### src/rtl/regfile_wb_sched.sv
// Write-back scheduler and load scoreboard for a 32x32 register file with a single write port.
// Round-robin arbitration between ALU and LSU returns; outstanding loads stall decode on RAW/WAW hazards.
module regfile_wb_sched #(
    parameter int MAX_LOADS = 4,
    parameter int CNT_WIDTH = $clog2(MAX_LOADS + 1)
) (
    input  logic                 clock,
    input  logic                 reset,
    input  logic                 alu_valid,
    output logic                 alu_ready,
    input  logic [4:0]           alu_rd,
    input  logic [31:0]          alu_data,
    input  logic                 lsu_valid,
    output logic                 lsu_ready,
    input  logic [4:0]           lsu_rd,
    input  logic [31:0]          lsu_data,
    input  logic                 issue_valid,
    input  logic                 issue_load,
    input  logic [4:0]           issue_rs1,
    input  logic [4:0]           issue_rs2,
    input  logic [4:0]           issue_rd,
    output logic                 stall,
    output logic                 write_enable,
    output logic [4:0]           rd_address,
    output logic [31:0]          rd_data,
    output logic [31:0]          busy,
    output logic                 error
);

    typedef enum logic {
        SRC_ALU = 1'b0,
        SRC_LSU = 1'b1
    } src_e;

    localparam logic [CNT_WIDTH-1:0] MAX_CNT = CNT_WIDTH'(MAX_LOADS);
    localparam logic [CNT_WIDTH-1:0] ONE_CNT = CNT_WIDTH'(1);

    src_e                 rr_last_r;
    logic [CNT_WIDTH-1:0] cnt_r;
    logic [CNT_WIDTH-1:0] cnt_nxt_s;
    logic [31:0]          busy_r;
    logic [31:0]          busy_nxt_s;
    logic [31:0]          set_mask_s;
    logic [31:0]          clr_mask_s;
    logic                 error_r;
    logic                 error_nxt_s;
    logic                 we_r;
    logic [4:0]           addr_r;
    logic [31:0]          data_r;
    logic                 alu_ready_s;
    logic                 lsu_ready_s;
    logic                 alu_hs_s;
    logic                 lsu_hs_s;
    logic                 stall_s;
    logic                 load_acc_s;

    // Grant, hazard detection and next-state for the scoreboard
    always_comb begin
        // A side is ready unless the other side is requesting and it is the other side's turn
        alu_ready_s = !lsu_valid || (rr_last_r == SRC_LSU);
        lsu_ready_s = !alu_valid || (rr_last_r == SRC_ALU);
        alu_hs_s    = alu_valid && alu_ready_s;
        lsu_hs_s    = lsu_valid && lsu_ready_s;

        stall_s = issue_valid && (busy_r[issue_rs1] || busy_r[issue_rs2] || busy_r[issue_rd] ||
                                  (issue_load && (cnt_r == MAX_CNT)));
        load_acc_s = issue_valid && issue_load && !stall_s;

        set_mask_s = load_acc_s ? (32'd1 << issue_rd) : 32'd0;
        clr_mask_s = lsu_hs_s   ? (32'd1 << lsu_rd)   : 32'd0;
        busy_nxt_s = ((busy_r & ~clr_mask_s) | set_mask_s) & ~32'd1;

        case ({load_acc_s, lsu_hs_s})
            2'b10:   cnt_nxt_s = cnt_r + ONE_CNT;
            2'b01:   cnt_nxt_s = (cnt_r == {CNT_WIDTH{1'b0}}) ? {CNT_WIDTH{1'b0}} : (cnt_r - ONE_CNT);
            default: cnt_nxt_s = cnt_r;
        endcase

        error_nxt_s = error_r ||
                      (lsu_hs_s && (((lsu_rd != 5'd0) && !busy_r[lsu_rd]) ||
                                    (cnt_r == {CNT_WIDTH{1'b0}})));
    end

    // Arbitration history, scoreboard and sticky error state
    always_ff @(posedge clock or posedge reset) begin
        if (reset) begin
            rr_last_r <= SRC_ALU;
            cnt_r     <= {CNT_WIDTH{1'b0}};
            busy_r    <= 32'd0;
            error_r   <= 1'b0;
        end else begin
            if (alu_hs_s) begin
                rr_last_r <= SRC_ALU;
            end else if (lsu_hs_s) begin
                rr_last_r <= SRC_LSU;
            end else begin
                rr_last_r <= rr_last_r;
            end
            cnt_r   <= cnt_nxt_s;
            busy_r  <= busy_nxt_s;
            error_r <= error_nxt_s;
        end
    end

    // Register-file write port; address and data hold between writes
    always_ff @(posedge clock or posedge reset) begin
        if (reset) begin
            we_r   <= 1'b0;
            addr_r <= 5'd0;
            data_r <= 32'd0;
        end else if (alu_hs_s) begin
            we_r   <= (alu_rd != 5'd0);
            addr_r <= alu_rd;
            data_r <= alu_data;
        end else if (lsu_hs_s) begin
            we_r   <= (lsu_rd != 5'd0);
            addr_r <= lsu_rd;
            data_r <= lsu_data;
        end else begin
            we_r   <= 1'b0;
            addr_r <= addr_r;
            data_r <= data_r;
        end
    end

    assign alu_ready    = alu_ready_s;
    assign lsu_ready    = lsu_ready_s;
    assign stall        = stall_s;
    assign write_enable = we_r;
    assign rd_address   = addr_r;
    assign rd_data      = data_r;
    assign busy         = busy_r;
    assign error        = error_r;

endmodule

### config.mk
export PLATFORM = sky130hd
export DESIGN_NAME = regfile_wb_sched
export DESIGN_NICKNAME = d
export VERILOG_FILES = /design/src/rtl/regfile_wb_sched.sv
export SDC_FILE = /design/constraint.sdc
export NUM_CORES = 1
export LEC_CHECK = 0
export BUFFER_PORTS_ARGS = -buffer_cell sky130_fd_sc_hd__buf_4
export CAP_MARGIN = 20
export CORE_ASPECT_RATIO = 0.7
export CORE_MARGIN = 4
export CORE_UTILIZATION = 43
export DETAILED_ROUTE_END_ITERATION = 8
export PLACE_DENSITY = 0.75
export SYNTH_ARGS = -nofsm -noshare
export SYNTH_HDL_FRONTEND = slang
export SYNTH_SLANG_ARGS = --single-unit
### constraint.sdc
create_clock -name clock -period 6.65 [get_ports clock]
set_input_delay 0.665 -clock clock [delete_from_list [all_inputs] [get_ports clock]]
set_output_delay 0.665 -clock clock [all_outputs]
set_load 0.02 [all_outputs]
# --- Yosys cells after proc, flatten, opt, wreduce, memory -nomap -nowiden ---
# Index checks and enable logic that the tools add are counted.
totals:
  reg_bits: 74
  latch_bits: 0
  ramBits: 0
  mem_bits_ro: 0
  inputBits: 95
  out_inout_bits: 74
  wordCells: 66
  mem_count: 0
classes:
  add_sub_neg: 2
  multipliers: 0
  div: 0
  order_cmp: 4
  n_eq_ne: 3
  shift: 2
  n_mux: 20
  n_bitwise: 4
  reduce_logical: 24
ops:
  columns: ["cell", "count"]
  rows:
  - ["32-bit 2-to-1 mux", 4]
  - ["1-bit by 5-bit left shift with 32-bit output (first input constant)", 2]
  - ["32-bit bitwise AND", 1]
  - ["32-bit NOT", 1]
  - ["32-bit bitwise OR", 1]
  - ["5-bit by 6-bit less-than comparator with 1-bit output (second input constant)", 4]
  - ["1-bit binary-select mux with 5-bit select", 4]
  - ["5-bit 2-to-1 mux", 2]
  - ["5-bit nonzero test", 2]
  - ["1-bit logical AND", 8]
  - ["1-bit 2-to-1 mux", 8]
  - ["1-bit logical OR", 7]
  - ["3-bit one-hot mux with 2 select lines", 1]
  - ["1-bit zero test", 4]
  - ["2-bit nonzero test", 2]
  - ["3-bit by 1-bit adder with 3-bit output (second input constant)", 1]
  - ["3-bit equality test (second input constant)", 1]
  - ["3-bit zero test", 1]
  - ["3-bit 2-to-1 mux", 1]
  - ["3-bit by 1-bit subtractor with 3-bit output (second input constant)", 1]
  - ["2-bit by 1-bit equality test with 1-bit output (second input constant)", 1]
  - ["2-bit equality test (second input constant)", 1]
  - ["1-bit NOT", 1]

# --- Depth between registers and ports, before layout ---
depth:
  word_depth: 10
  depth_mapped: 13
  depth_no_buf: 11

# --- Worst setup path before layout ---
# Ideal clock, no wire load.
synth_timing:
  kind: "input -> register"
  start: "input issue_rs1[0]"
  end: "register cnt_r[2]"
  setup_time_ns: 0.077
  t_arrival_ns: 3.110
  path_slack_ns: 3.462
  stages: 11
  path_buffers: 1
  path_cell_list: "buf_6 -> mux4_2 -> mux2_4 -> a32oi_4 -> nand2_4 -> or4_1 -> ha_1 -> nand2b_1 -> o21ai_0 -> a21oi_1 -> a21oi_1"
synth_between:
  elab_chain_cells: 10
  word_cells_on_any_way: 12
synth_lines:
  columns: ["element", "line", "source"]
  rows:
  - ["from (decl)", "19", "input logic [4:0] issue_rs1,"]
  - ["1-bit binary-select mux with 5-bit select (*)", "65", "stall_s = issue_valid && (busy_r[issue_rs1] || busy_r[issue_rs2] || busy_r[issue_rd] ||"]
  - ["1-bit 2-to-1 mux (not written as such) (*)", "65", null]
  - ["1-bit logical OR (*) (3 in a row)", "65", null]
  - ["1-bit logical AND (*)", "65", null]
  - ["1-bit zero test (*)", "67", "load_acc_s = issue_valid && issue_load && !stall_s;"]
  - ["1-bit logical AND (*)", "67", null]
  - ["2-bit by 1-bit equality test with 1-bit output or 2-bit equality test (tied branches)", "73", "case ({load_acc_s, lsu_hs_s})"]
  - ["3-bit one-hot mux with 2 select lines or 2-bit nonzero test (tied branches)", null, null]
  - ["to (signal assigned)", "88", "cnt_r <= {CNT_WIDTH{1'b0}};"]
  - ["to (signal assigned)", "99", "cnt_r <= cnt_nxt_s;"]
  - ["to (decl)", "39", "logic [CNT_WIDTH-1:0] cnt_r;"]
# Every way passes the cells marked *; elsewhere a longest branch is shown, timed or not. The select of a mux whose other input is x is not followed.
# A chain may end at the register's enable or synchronous reset.

# --- Final worst setup path ---
layout_timing:
  start: "input issue_rd[0]"
  end: "output stall"
layout_between:
  elab_chain_cells: 5
layout_lines:
  columns: ["element", "line", "source"]
  rows:
  - ["from (decl)", "21", "input logic [4:0] issue_rd,"]
  - ["1-bit binary-select mux with 5-bit select", "65", null]
  - ["1-bit 2-to-1 mux (not written as such)", "65", null]
  - ["1-bit logical OR (2 in a row)", "65", null]
  - ["1-bit logical AND", "65", null]
  - ["to (decl)", "22", "output logic stall,"]
# Every way passes these cells. The select of a mux whose other input is x is not followed.

==> metrics.cfg <==
[final_layout]
antenna_cells=0
nFillCells=995
nets=757
drive_above_1_share=0.3469
final_cells=816
syn2layout_area_growth_pct=31.87

[clocking]
cts_made_buffers=9
cts_tree=yes
cts_setup_buffers=0
clock_latency_ns=0.34
hold_buffers=0
h-tree-depth=3
cts.clk_slew.worst_paths_ns=0.05
cts-resized-gates=0
clock_path_buffers=2
clockRootBuffer=clkbuf_16
cts_sinks=74

[grt]
grt_pass1_vias=4857
grt_max_degree=75
grt_usage=0.2578
grt_overflow=0
grt_first_pass_wirelength_um=26740
antenna_found_initial=0

[placed_design]
place_congestion=1.011
hpwl_um=12640
place_inst=800
place.port_buffers=167

[die]
initial_core_util=0.4402
rows=32
fp.dieW_um=135.1
io_pins=169
die_y_um=96.99
dieArea_um2=13110
core_area_um2=11050

[synth]
async_reset_ff_frac=1.000
synth_nets=623
synth_top_area_share=0.3807
synth.largest_area_cell=dfrtp_1
synth_edf_count=0
synth.area.top_cells=dfrtp_1, mux4_2, o21ai_0, a21oi_1, nor2_1
synth_area_per_cell_um2=9.284
ys_seq_elements=74
ys_seq_area_frac=0.3807
yosysUniqueCellTypes=46
synth_most_common_cell=dfrtp_1
postSynth.topFlopCell=dfrtp_1
synth_cells=524
ys_top_cells_by_count=dfrtp_1, o21ai_0, nor2_1, a21oi_1, nand2_1
yosysWarnings=0
synth_area_um2=4865

[critical_path]
crit_path_start_kind=input pin
r2r_end=cnt_r[2]
endpoint_kind=output pin
worst-r2r-setup-slack_ns=3.06
r2r_cells=11
crit_type=input pin to output pin
crit_arrival_ns=3.24
worstReg2RegStart=busy[9]
cp_data_required_time_ns=5.98
path_max_fanout=33

[sta]
hold_viol=0
fin_crit_sh=0.5869
drv_slew=0
fmax_ghz=0.2562
fin_setup_tns_ns=0
tightest_slew_ns=1.087
rsz0062_at_grt=no
min_period_ns=3.903
setup_viol=0
fin_skew_ns=0.008698
relSlewSlack=0.2727

[route]
avgRoutedWirePerCell_um=21.35
drt-pass1-iter-count=5
drt_iter0_markers=456
antenna_left=0
via_per_inst=6.141
drt_wl_total_um=17420
vias=5011
drc=0

[run]
max_cap_violations=0

[status]
status=finished, final reports clean

[pwr]
p_leak_nw=2.800
power.density_nw_per_um2=276.2
vdd_drop_max_mv=0.1489

[hold_path]
holdPathEnd=cnt_r[2]
hp-start=cnt_r[2]
min_delay_path_depth=1
hold_path_class=register to register

[cells by family (layout without fill, tap and decap cells)]
kind of cell | count (synthesis) | count (layout) | synth area share
buf+inv | 59 | 198 | 0.05375
fa+ha+maj | 4 | 4 | 0.01029
flops | 74 | 74 | 0.3807
mux | 45 | 45 | 0.1692
simple gates | 177 | 177 | 0.1811
compound gates | 164 | 164 | 0.2042
other cells | 1 | 1 | 0.0007709
[per-stage QoR]
step / hold WS (ns) / cell area, um^2 / setup WS (ns) / power (W) / utilization
global route: 0.5517 / 6415 / 2.472 / 0.001851 / 0.5805
CTS: 0.5336 / 6415 / 2.804 / 0.001772 / 0.5805
detailed placement: 0.5260 / 6108 / 2.768 / 0.001271 / 0.5528
floorplan: 0.4741 / 4865 / 3.462 / 0.0009909 / -
finish: 0.5367 / 6415 / 2.747 / 0.001772 / 0.5805
global placement: 0.4939 / 6108 / 2.799 / 0.001256 / 0.5528
[report_power, final]
part,total (W),internal (W),switching (W)
combinational,0.000618,0.000277,0.000341
sequential,0.000659,0.000528,0.000131
clock,0.000494,0.000310,0.000184
[flip-flops by register name, indices dropped and copies added (netlist names)]
signal	cells
write_enable	1
error	1
rr_last_r	1
cnt_r	3
rd_address	5
rd_data	32
busy	31
[area by class of cell]
| type | count | area [um^2] | area share |
|---|---|---|---|
| inverter | 14 | 52.55 | 0.008192 |
| clock inverter | 4 | 50.05 | 0.007802 |
| multi-input combinational | 391 | 2751 | 0.4289 |
| tap | 153 | 191.4 | 0.02984 |
| sequential | 74 | 1852 | 0.2887 |
| timing repair buffer | 168 | 1261 | 0.1966 |
| clock buffer | 12 | 256.5 | 0.03998 |
[cells in the final DEF, fill, tap and decap left out, types with 5 or more instances in the layout]
| master | instances |
|---|---|
| buf_4 | 168 |
| dfrtp_1 | 74 |
| o21ai_0 | 66 |
| nor2_1 | 53 |
| a21oi_1 | 42 |
| nand2_1 | 38 |
| mux4_2 | 26 |
| nand2b_1 | 21 |
| o22ai_1 | 19 |
| nand4_1 | 19 |
| o31ai_1 | 18 |
| nand3_1 | 13 |
| inv_1 | 12 |
| clkbuf_16 | 9 |
| mux2_2 | 8 |
| nor2b_1 | 8 |
| mux2i_1 | 8 |
| or2_2 | 5 |
| nor3_1 | 5 |
| o41ai_1 | 5 |
[critical path: stages]
cell	delay, ns
buf_4	0.21
nor2b_1	0.63
a221oi_1	0.16
a2111oi_0	0.57
a21oi_1	0.10
nand3_2	0.51
o31a_1	0.23
buf_4	0.14
[per-layer routing]
layer  up-vias  part of all wire  GRT usage
met1      2439              0.41     0.3514
met2       305              0.46     0.3869
met5         -                 0          0
li1       2218                 -          -
met3        49              0.11    0.09304
met4         0             0.023    0.07668
[worst max-delay path by stage]
stage / startpoint / to / slack [ns] / cells past startpoint
3_3_place_gp: issue_rs1[0] / cnt_r[2] / 2.80 / 12
6_report: issue_rd[0] / stall / 2.75 / 8
5_1_grt: issue_rd[0] / stall / 2.47 / 8
2_1_floorplan: issue_rs1[0] / cnt_r[2] / 3.46 / 11
4_1_cts: issue_rd[0] / stall / 2.80 / 8
3_5_place_dp: issue_rs1[0] / cnt_r[2] / 2.77 / 11
No activity file was read; power rests on OpenSTA's default activity.
